### config.mk
export PLATFORM = sky130hd
export DESIGN_NAME = direction_request_gen
export DESIGN_NICKNAME = d
export VERILOG_FILES = /design/src/rtl/input_pkg.sv /design/src/rtl/button_debouncer.sv /design/src/rtl/direction_request_gen.sv
export SDC_FILE = /design/constraint.sdc
export NUM_CORES = 1
export LEC_CHECK = 0
export ABC_AREA = 1
export CAP_MARGIN = 25
export CORE_ASPECT_RATIO = 1.2
export CORE_MARGIN = 10
export CORE_UTILIZATION = 53
export DETAILED_ROUTE_END_ITERATION = 10
export GPL_ROUTABILITY_DRIVEN = 0
export HOLD_SLACK_MARGIN = 0.03
export PLACE_DENSITY_LB_ADDON = 0.25
export SLEW_MARGIN = 20
export SYNTH_ARGS = -nofsm -noshare
export SYNTH_HDL_FRONTEND = slang
export SYNTH_HIERARCHICAL = 1
export SYNTH_SLANG_ARGS = --single-unit
### constraint.sdc
create_clock -name vclk -period 1.86 [get_ports vclk]
set_clock_uncertainty 0.2 [all_clocks]
set_input_delay 0.372 -clock vclk [delete_from_list [all_inputs] [get_ports vclk]]
set_output_delay 0.372 -clock vclk [all_outputs]
set_load 0.05 [all_outputs]
### src/rtl/input_pkg.sv
// rtl/input_pkg.sv - shared direction/state types and default timing constants
package input_pkg;

  typedef enum logic [1:0] {
    DIR_UP    = 2'b00,
    DIR_DOWN  = 2'b01,
    DIR_LEFT  = 2'b10,
    DIR_RIGHT = 2'b11
  } dir_t;

  typedef enum logic [1:0] {
    IDLE   = 2'b00,
    DELAY  = 2'b01,
    REPEAT = 2'b10
  } rep_state_t;

  localparam int DEF_DEBOUNCE_CYCLES = 65000;
  localparam int DEF_REPEAT_DELAY    = 12;
  localparam int DEF_REPEAT_RATE     = 6;

endpackage

### src/rtl/button_debouncer.sv
// rtl/button_debouncer.sv - 2-flop synchroniser plus consecutive-disagreement debouncer
module button_debouncer #(
  parameter int DEBOUNCE_CYCLES = input_pkg::DEF_DEBOUNCE_CYCLES
) (
  input  logic vclk,
  input  logic reset,
  input  logic i_btn,
  output logic o_level
);

  localparam int CW = (DEBOUNCE_CYCLES > 1) ? $clog2(DEBOUNCE_CYCLES) : 1;

  logic          r_sync1;
  logic          r_sync2;
  logic          r_level;
  logic [CW-1:0] r_cnt;

  always_ff @(posedge vclk) begin
    if (reset) begin
      r_sync1 <= 1'b0;
      r_sync2 <= 1'b0;
      r_level <= 1'b0;
      r_cnt   <= '0;
    end else begin
      r_sync1 <= i_btn;
      r_sync2 <= r_sync1;
      // any cycle of agreement throws away the partial count
      if (r_sync2 != r_level) begin
        if (r_cnt == CW'(DEBOUNCE_CYCLES - 1)) begin
          r_level <= r_sync2;
          r_cnt   <= '0;
        end else begin
          r_cnt <= r_cnt + 1'b1;
        end
      end else begin
        r_cnt <= '0;
      end
    end
  end

  assign o_level = r_level;

endmodule

### src/rtl/direction_request_gen.sv
// rtl/direction_request_gen.sv - debounced joypad to frame-aligned one-hot step requests
module direction_request_gen
  import input_pkg::*;
#(
  parameter int DEBOUNCE_CYCLES = DEF_DEBOUNCE_CYCLES,
  parameter int REPEAT_DELAY    = DEF_REPEAT_DELAY,
  parameter int REPEAT_RATE     = DEF_REPEAT_RATE
) (
  input  logic        vclk,
  input  logic        reset,
  input  logic [10:0] hcount,
  input  logic [9:0]  vcount,
  input  logic        btn_up,
  input  logic        btn_down,
  input  logic        btn_left,
  input  logic        btn_right,
  output logic        up,
  output logic        down,
  output logic        left,
  output logic        right,
  output logic [1:0]  facing
);

  localparam int FMAX = (REPEAT_DELAY > REPEAT_RATE) ? REPEAT_DELAY : REPEAT_RATE;
  localparam int FW   = $clog2(FMAX + 1);

  logic [3:0] w_raw;
  logic [3:0] w_deb;
  logic       w_tick;
  logic       w_u, w_d, w_l, w_r;
  logic       w_sel_valid;
  dir_t       w_sel;
  logic       w_restart;
  logic       w_due;
  logic       w_emit;

  rep_state_t    r_state;
  dir_t          r_cur_dir;
  logic [FW-1:0] r_fcnt;
  logic          r_up, r_down, r_left, r_right;
  dir_t          r_facing;

  assign w_raw = {btn_right, btn_left, btn_down, btn_up};

  for (genvar g = 0; g < 4; g++) begin : g_btn
    button_debouncer #(.DEBOUNCE_CYCLES(DEBOUNCE_CYCLES)) u_deb (
      .vclk    (vclk),
      .reset   (reset),
      .i_btn   (w_raw[g]),
      .o_level (w_deb[g])
    );
  end

  assign w_tick = (hcount == 11'd0) && (vcount == 10'd0);

  // opposing pairs cancel before the fixed up > down > left > right priority
  always_comb begin
    w_u = w_deb[0] & ~w_deb[1];
    w_d = w_deb[1] & ~w_deb[0];
    w_l = w_deb[2] & ~w_deb[3];
    w_r = w_deb[3] & ~w_deb[2];
    w_sel_valid = w_u | w_d | w_l | w_r;
    w_sel = w_u ? DIR_UP : w_d ? DIR_DOWN : w_l ? DIR_LEFT : DIR_RIGHT;
    w_restart = w_sel_valid && ((r_state == IDLE) || (w_sel != r_cur_dir));
    w_due = w_sel_valid && !w_restart &&
            (((r_state == DELAY)  && (r_fcnt == FW'(REPEAT_DELAY))) ||
             ((r_state == REPEAT) && (r_fcnt == FW'(REPEAT_RATE))));
    w_emit = w_restart | w_due;
  end

  always_ff @(posedge vclk) begin
    if (reset) begin
      r_state   <= IDLE;
      r_cur_dir <= DIR_DOWN;
      r_fcnt    <= '0;
      r_up      <= 1'b0;
      r_down    <= 1'b0;
      r_left    <= 1'b0;
      r_right   <= 1'b0;
      r_facing  <= DIR_DOWN;
    end else if (w_tick) begin
      r_up    <= w_emit && (w_sel == DIR_UP);
      r_down  <= w_emit && (w_sel == DIR_DOWN);
      r_left  <= w_emit && (w_sel == DIR_LEFT);
      r_right <= w_emit && (w_sel == DIR_RIGHT);
      if (w_emit) r_facing <= w_sel;
      if (!w_sel_valid) begin
        r_state <= IDLE;
      end else if (w_restart) begin
        r_cur_dir <= w_sel;
        r_fcnt    <= FW'(1);
        r_state   <= DELAY;
      end else if (w_due) begin
        r_fcnt  <= FW'(1);
        r_state <= REPEAT;
      end else begin
        r_fcnt <= r_fcnt + 1'b1;
      end
    end
  end

  assign up     = r_up;
  assign down   = r_down;
  assign left   = r_left;
  assign right  = r_right;
  assign facing = r_facing;

endmodule
# Word-level counts from Yosys, hierarchy flattened
# Index checks and enable logic that the tools add are counted.
[word_totals] register_bits=90 out_inout_bits=6
[op_classes] n_addsub=5 n_eq_ne=17 muxes=8 n_bitwise=16 reduce_logical=29
[ops] operator="$add 16x1->16 const B" n=4
[ops] operator="$eq 16x16->1 const B" n=4
[ops] operator="$reduce_and 2->1" n=7
[ops] operator="$reduce_or 3->1" n=4
[ops] operator="$logic_not 11->1" n=1
[ops] operator="$logic_and 1x1->1" n=10
[ops] operator="$logic_not 10->1" n=1
[ops] operator="$mux 2" n=5
[ops] operator="$mux 4" n=2
[ops] operator="$not 1->1" n=8
[ops] operator="$eq 2x2->1 const B" n=3
[ops] operator="$add 4x1->4 const B" n=1
[ops] operator="$and 1x1->1" n=4
[ops] operator="$eq 2x1->1 const B" n=2
[ops] operator="$eq 4x3->1 const B" n=1
[ops] operator="$eq 4x4->1 const B" n=1
[ops] operator="$logic_not 2->1" n=2
[ops] operator="$ne 1x1->1" n=4
[ops] operator="$or 1x1->1" n=4
[ops] operator="$ne 3x1->1 const B" n=1
[ops] operator="$reduce_and 3->1" n=1
[ops] operator="$logic_or 1x1->1" n=2
[ops] operator="$ne 2x2->1" n=1
[ops] operator="$logic_not 1->1" n=1
[ops] operator="$mux 1" n=1

# Logic depth before layout (Yosys ltp)
# Gate-level depths: netlist of run 1.
[logic_depth] word_depth=14 mapped_depth=11 depth_no_buf=11

# Modules after synthesis
# Netlist of run 1, hierarchy kept.
[by_module_without_submodules] module="button_debouncer" instances=4 cells_each=146 area_each_um2=1012.2
[by_module_without_submodules] module="direction_request_gen" instances=1 cells_each=124 area_each_um2=853.3

# Worst setup path after synthesis of run 1
# OpenSTA, ideal clock, no wires.
[synth_timing] path_kind="reg-to-reg" from="register g_btn[0].u_deb.r_level" to="register r_fcnt[1]" setup_time_ps=70 arrival_time_ps=1518 path_slack_ps=72 path_stages_with_launch=9 n_path_buf=0 period_less_slack_ps=1788 path_cell_list="dfxtp_1 > inv_1 > ha_1 > xor2_1 > nor2_1 > nand3_2 > nand2_1 > nand2_1 > a21oi_1"
[synth_via] elab_chain_len=12 elab_cells_between_ends=17
[synth_rtl] item="start, declared" line_no="button_debouncer.sv:15" source="logic r_level;"
[synth_rtl] item="start signal, assigned" line_no="button_debouncer.sv:30" source="r_level <= r_sync2;"
[synth_rtl] item="$not 1->1" line_no="direction_request_gen.sv:59" source="w_d = w_deb[1] & ~w_deb[0];"
[synth_rtl] item="$and 1x1->1" line_no="direction_request_gen.sv:59"
[synth_rtl] item="$mux 2" line_no="direction_request_gen.sv:63" source="w_sel = w_u ? DIR_UP : w_d ? DIR_DOWN : w_l ? DIR_LEFT : DIR_RIGHT;"
[synth_rtl] item="$mux 2 (*)" line_no="direction_request_gen.sv:63"
[synth_rtl] item="net w_sel[1]" line_no="direction_request_gen.sv:32" source="dir_t w_sel;"
[synth_rtl] item="$ne 2x2->1 (*)" line_no="direction_request_gen.sv:64" source="w_restart = w_sel_valid && ((r_state == IDLE) || (w_sel != r_cur_dir));"
[synth_rtl] item="$logic_or 1x1->1 (*)" line_no="direction_request_gen.sv:64"
[synth_rtl] item="$logic_and 1x1->1 (*)" line_no="direction_request_gen.sv:64"
[synth_rtl] item="$logic_not 1->1" line_no="direction_request_gen.sv:65" source="w_due = w_sel_valid && !w_restart &&"
[synth_rtl] item="$logic_and 1x1->1 (2 in series)" line_no="direction_request_gen.sv:65"
[synth_rtl] item="$mux 4" line_no="direction_request_gen.sv:93" source="end else if (w_due) begin"
[synth_rtl] item="$mux 4 (*)" line_no="direction_request_gen.sv:89" source="end else if (w_restart) begin"
[synth_rtl] item="end signal, assigned" line_no="direction_request_gen.sv:97" source="r_fcnt <= r_fcnt + 1'b1;"
[synth_rtl] item="end, declared" line_no="direction_request_gen.sv:39" source="logic [FW-1:0] r_fcnt;"
# Mark *: on every way through the listed nets, which the timed path passes. The rest lies on a longest branch.
# A chain may end at the register's enable or synchronous reset.

# Worst setup path after layout of run 1
[layout_timing] from="register r_fcnt[0]" to="register r_up, in the netlist up"
[layout_via] elab_chain_len=6 elab_cells_between_ends=8
[layout_rtl] item="$eq 4x4->1 / $eq 4x3->1 (equally long branches)" line_no="direction_request_gen.sv:66, direction_request_gen.sv:67"
[layout_rtl] item="$logic_and 1x1->1, on equally long branches" line_no="direction_request_gen.sv:66, direction_request_gen.sv:67"
[layout_rtl] item="$logic_or 1x1->1 (*)" line_no="direction_request_gen.sv:66" source="(((r_state == DELAY) && (r_fcnt == FW'(REPEAT_DELAY))) ||"
[layout_rtl] item="$logic_and 1x1->1 (*)" line_no="direction_request_gen.sv:65"
[layout_rtl] item="$or 1x1->1 (*)" line_no="direction_request_gen.sv:68" source="w_emit = w_restart | w_due;"
[layout_rtl] item="$logic_and 1x1->1 (*)" line_no="direction_request_gen.sv:82" source="r_up <= w_emit && (w_sel == DIR_UP);"
[layout_rtl] item="end signal, assigned" line_no="direction_request_gen.sv:82"
[layout_rtl] item="end, declared" line_no="direction_request_gen.sv:40" source="logic r_up, r_down, r_left, r_right;"
# Mark *: on every way between the ends. The rest lies on a longest branch, timed or not.

==> results of run 1 <==
[where the power goes]
group | switching [W] | leakage [nW] | internal (W)
logic | 0.0000472 | 1.17 | 0.0000712
registers | 0.00000606 | 0.728 | 0.00194
clock network | 0.000710 | 0.105 | 0.000754
total | 0.000764 | 2.01 | 0.00276
[how the worst min path moves through the flow]
| stage | endpoint | slack (ps) | cells past startpoint |
|---|---|---|---|
| after floorplan | g_btn[0].u_deb/r_sync2$_SDFF_PP0_ | 190 | 2 |
| after global routing | g_btn[2].u_deb/r_sync2$_SDFF_PP0_ | 220 | 2 |
| after detailed placement | g_btn[1].u_deb/r_sync2$_SDFF_PP0_ | 200 | 2 |
| final | g_btn[1].u_deb/r_sync2$_SDFF_PP0_ | 210 | 2 |
| after CTS | g_btn[2].u_deb/r_sync2$_SDFF_PP0_ | 210 | 2 |
| after global placement | g_btn[0].u_deb/r_sync2$_SDFF_PP0_ | 190 | 2 |
[cells by family (layout without fill, tap and decap cells)]
logic type | after synthesis | after routing | share of synthesized area [%]
compound gates | 31 | 31 | 4.29
xor+xnor | 30 | 30 | 5.36
fa+ha+maj | 9 | 9 | 2.30
buf+inv | 108 | 161 | 9.34
flops | 90 | 90 | 36.8
simple gates | 440 | 440 | 42.0
[final cells by class]
class | instances | area (um2)
clock inverter | 7 | 93.8
tap | 120 | 150
inverter | 98 | 368
sequential | 90 | 1800
clock buffer | 9 | 124
fill | 825 | 3400
timing repair buffer | 47 | 425
multi-input combinational | 510 | 2670
[registers in the layout, indices dropped and copies added, names as in the netlist, 2 cells and up]
signal,cells
g_btn.u_deb/r_sync1,4
r_state,2
r_fcnt,4
r_cur_dir,2
g_btn.u_deb/r_sync2,4
g_btn.u_deb/o_level,4
facing,2
g_btn.u_deb/r_cnt,64
[cell usage after synthesis]
cell type / count / area (um2)
o21ai_1: 9 / 45.0
buf_4: 4 / 30.0
inv_2: 3 / 11.3
o21ai_0: 4 / 20.0
nand4_1: 24 / 150
nand2_2: 16 / 100
or2_4: 1 / 8.76
nor2_4: 17 / 191
nand3_4: 1 / 17.5
buf_6: 5 / 56.3
nor3_2: 1 / 10.0
nor2_2: 12 / 75.1
inv_1: 95 / 357
xor2_1: 18 / 158
ha_1: 9 / 113
a21oi_1: 14 / 70.1
nor2_1: 147 / 552
xnor2_1: 12 / 105
nor2_8: 1 / 20.0
nand2_1: 165 / 619
dfxtp_1: 90 / 1800
clkbuf_1: 1 / 3.75
nand3_1: 45 / 225
nand3b_1: 5 / 37.5
o21bai_4: 4 / 75.1
nand3_2: 5 / 50.1
[what timing repair did]
| action | in CTS | in global routing |
|---|---|---|
| hold endpoints to repair | 0 | 0 |
| buffers inserted | 0 | 0 |
| gates resized for setup | 0 | 11 |
| setup endpoints to repair | 0 | 14 |
[per-layer routing]
metal	global-route usage, %	vias to the layer above
li1	-	2278
met1	16.1	1931
met2	29.1	28
met3	2.21	12
met4	5.83	0
met5	0	-
[per-stage QoR]
stage	hold WS (ps)	TNS, ps	utilization [%]	area, um2
after floorplan	188	0	-	4900
after global placement	193	-1930	59.6	5380
after detailed placement	199	-3160	59.6	5380
after CTS	211	0	62.0	5600
after global routing	217	0	62.4	5640
final	212	0	62.4	5640
[worst min-delay path, cell delays in order, from the launching register on]
cell and delay (ps):
dfxtp_1 300, inv_1 40, nor2_1 30
==> flow_summary.html, run 1 <==
<table>
<tr><th>Metric</th><th>Value</th></tr>
<tr><th colspan="2">Route</th></tr>
<tr><td>Post-detailed-route wirelength per cell</td><td>11.3 um</td></tr>
<tr><td>Routed length on met2</td><td>5460 um</td></tr>
<tr><td>Drc violations</td><td>0</td></tr>
<tr><td>Detail-routed via count per cell</td><td>4.82</td></tr>
<tr><td>Initial drt markers</td><td>117</td></tr>
<tr><td>Highest routed metal layer</td><td>met4</td></tr>
<tr><td>Total Routed Length</td><td>9940 um</td></tr>
<tr><td>First-pass DRT Iterations</td><td>6</td></tr>
<tr><td>Met3 WL post-DR</td><td>147 um</td></tr>
<tr><td>Via count of the routed design</td><td>4249</td></tr>
<tr><td>Met1 WL</td><td>4180 um</td></tr>
<tr><td>Number of nets with antenna violations after detailed routing</td><td>0</td></tr>
<tr><th colspan="2">Logic synthesis</th></tr>
<tr><td>Number of synthesis warnings</td><td>6</td></tr>
<tr><td>Cell area after synthesis</td><td>4900 um2</td></tr>
<tr><td>Mapped Nets</td><td>744</td></tr>
<tr><td>Seq/Total Area, Yosys</td><td>36.8%</td></tr>
<tr><td>Number of distinct library cells after synthesis</td><td>26</td></tr>
<tr><td>Count of state elements after synthesis</td><td>90</td></tr>
<tr><td>Number of standard cells after synthesis</td><td>708</td></tr>
<tr><td>Synthesized area per cell</td><td>6.92 um2</td></tr>
<tr><th colspan="2">CTS</th></tr>
<tr><td>H-tree depth</td><td>3</td></tr>
<tr><td>Clock tree buffer depth</td><td>2</td></tr>
<tr><td>CTS tree</td><td>yes</td></tr>
<tr><td>Clock-pin slew reported for the worst setup and hold paths after clock tree synthesis</td><td>90 ps</td></tr>
<tr><td>Clock Tree Root</td><td>clkbuf_8</td></tr>
<tr><td>Skew-Pair Late Insertion Delay</td><td>360 ps</td></tr>
<tr><td>Number of buffers inserted during clock tree synthesis</td><td>9</td></tr>
<tr><td>Hold bufs inserted after CTS</td><td>0</td></tr>
<tr><td>Clk sink count</td><td>90</td></tr>
<tr><th colspan="2">Final layout</th></tr>
<tr><td>Leading cell type in the layout, fill and taps excluded</td><td>nand2_1</td></tr>
<tr><td>Most frequent cells in the layout</td><td>nand2_1, nor2_1, inv_1, dfxtp_1, nand3_1</td></tr>
<tr><td>Antenna cell count</td><td>0</td></tr>
<tr><td>Number of nets at the end of the flow</td><td>792</td></tr>
<tr><td>Synthesis-to-layout area growth</td><td>15.0%</td></tr>
<tr><td>Final cell count without fillers</td><td>881</td></tr>
<tr><td>Layout cell share with drive strength beyond 1</td><td>13.9%</td></tr>
<tr><th colspan="2">Timing</th></tr>
<tr><td>Post-route worst setup slack</td><td>122 ps</td></tr>
<tr><td>Setup repair after global routing missed its margin</td><td>no</td></tr>
<tr><td>Highest achievable clock rate</td><td>575 MHz</td></tr>
<tr><td>Transition at the pin with the smallest max-transition slack</td><td>397 ps</td></tr>
<tr><td>Final Hold Violating Endpoints</td><td>0</td></tr>
<tr><td>Max Slew Vio Count</td><td>0</td></tr>
<tr><td>Worst relative slew slack</td><td>73.5%</td></tr>
<tr><td>Final setup viols</td><td>0</td></tr>
<tr><td>Share of the cycle needed by the critical path after routing</td><td>93.5%</td></tr>
<tr><td>Minimum clock period</td><td>1740 ps</td></tr>
<tr><th colspan="2">Run</th></tr>
<tr><td>Maxcap violations</td><td>0</td></tr>
<tr><th colspan="2">Global route</th></tr>
<tr><td>First-pass GRT wire length</td><td>17300 um</td></tr>
<tr><td>Aggregate global-route resource usage</td><td>15.3%</td></tr>
<tr><td>Number of antenna violations at the first check in global routing</td><td>0</td></tr>
<tr><td>Maximum number of pins on one net before global-route repair</td><td>16</td></tr>
<tr><td>Total congestion overflow</td><td>0</td></tr>
<tr><td>Number of global-route vias before repair</td><td>4119</td></tr>
<tr><th colspan="2">Status</th></tr>
<tr><td>Status</td><td>finished, final reports clean</td></tr>
<tr><th colspan="2">Setup path</th></tr>
<tr><td>Required time at the endpoint of the critical path</td><td>1910 ps</td></tr>
<tr><td>Setup slack of the most critical reg-to-reg path</td><td>120 ps</td></tr>
<tr><td>Launching instance or port of the critical path</td><td>r_fcnt[0]$_SDFFE_PP0P_</td></tr>
<tr><td>Critical path, cell by cell</td><td>inv_1 -&gt; ha_1 -&gt; nand3b_1 -&gt; nand2_1 -&gt; nand2_1 -&gt; nand3_4 -&gt; buf_4 -&gt; nand3_1 -&gt; a21oi_1</td></tr>
<tr><td>Cell count along the critical path</td><td>9</td></tr>
<tr><td>Sort of element at the end of the critical path</td><td>flip-flop</td></tr>
<tr><td>Maximum fanout count along the critical path</td><td>5</td></tr>
<tr><td>Crit path largest cell delay</td><td>420 ps</td></tr>
<tr><td>Largest delay share family, worst path</td><td>simple AND/OR/NAND/NOR gates</td></tr>
<tr><td>Critical-path top delay cell</td><td>dfxtp_1</td></tr>
<tr><td>Cell seen most often among critical-path stages</td><td>nand2_1</td></tr>
<tr><td>Reg2Reg Launch Point</td><td>r_fcnt[0]$_SDFFE_PP0P_</td></tr>
<tr><td>CP Data Arrival Time</td><td>1790 ps</td></tr>
<tr><td>Worst Reg2Reg Path Length in Cells</td><td>9</td></tr>
<tr><td>Crit path launch type</td><td>flip-flop</td></tr>
<tr><td>Number of buffers and inverters on the critical path</td><td>2</td></tr>
<tr><td>Critical R2R Capture</td><td>up$_SDFFE_PP0P_</td></tr>
<tr><td>Critical Setup Path Class</td><td>reg -&gt; reg</td></tr>
<tr><td>Capturing instance or port of the critical path</td><td>up$_SDFFE_PP0P_</td></tr>
<tr><th colspan="2">Worst hold path</th></tr>
<tr><td>Hold Startpoint</td><td>g_btn[1].u_deb/r_sync1$_SDFF_PP0_</td></tr>
<tr><td>Class of the worst hold path</td><td>reg -&gt; reg</td></tr>
<tr><th colspan="2">Floorplan</th></tr>
<tr><td>Area inside the core boundary</td><td>9030 um2</td></tr>
<tr><td>Vertical die dimension</td><td>125 um</td></tr>
<tr><td>Die area</td><td>13500 um2</td></tr>
<tr><td>Chip width</td><td>108 um</td></tr>
<tr><td>Initial core utilization</td><td>54.3%</td></tr>
<tr><td>Ports</td><td>33</td></tr>
<tr><td>Row cnt</td><td>38</td></tr>
<tr><th colspan="2">Power</th></tr>
<tr><td>Total Power</td><td>0.00352 W</td></tr>
<tr><td>Pleak</td><td>2.01 nW</td></tr>
<tr><td>Pwr per Cell Area</td><td>625 nW/um2</td></tr>
<tr><td>VDD IR-drop max</td><td>0.442 mV</td></tr>
<tr><th colspan="2">Placed design</th></tr>
<tr><td>Detailed placer's ending HPWL</td><td>7650 um</td></tr>
<tr><td>Port Buffer Count</td><td>32</td></tr>
<tr><td>Worst slack after detailed placement</td><td>-227 ps</td></tr>
<tr><td>Placed cells</td><td>865</td></tr>
</table>
Note: power is estimated with default switching activity, not from simulation.
==> run 2, diff against run 1 <==
Settings changed: CTS_BUF_LIST from default to sky130_fd_sc_hd__clkbuf_8.
==> results of run 2 <==
Final layout, timing and power as in run 1 (identical DEF).
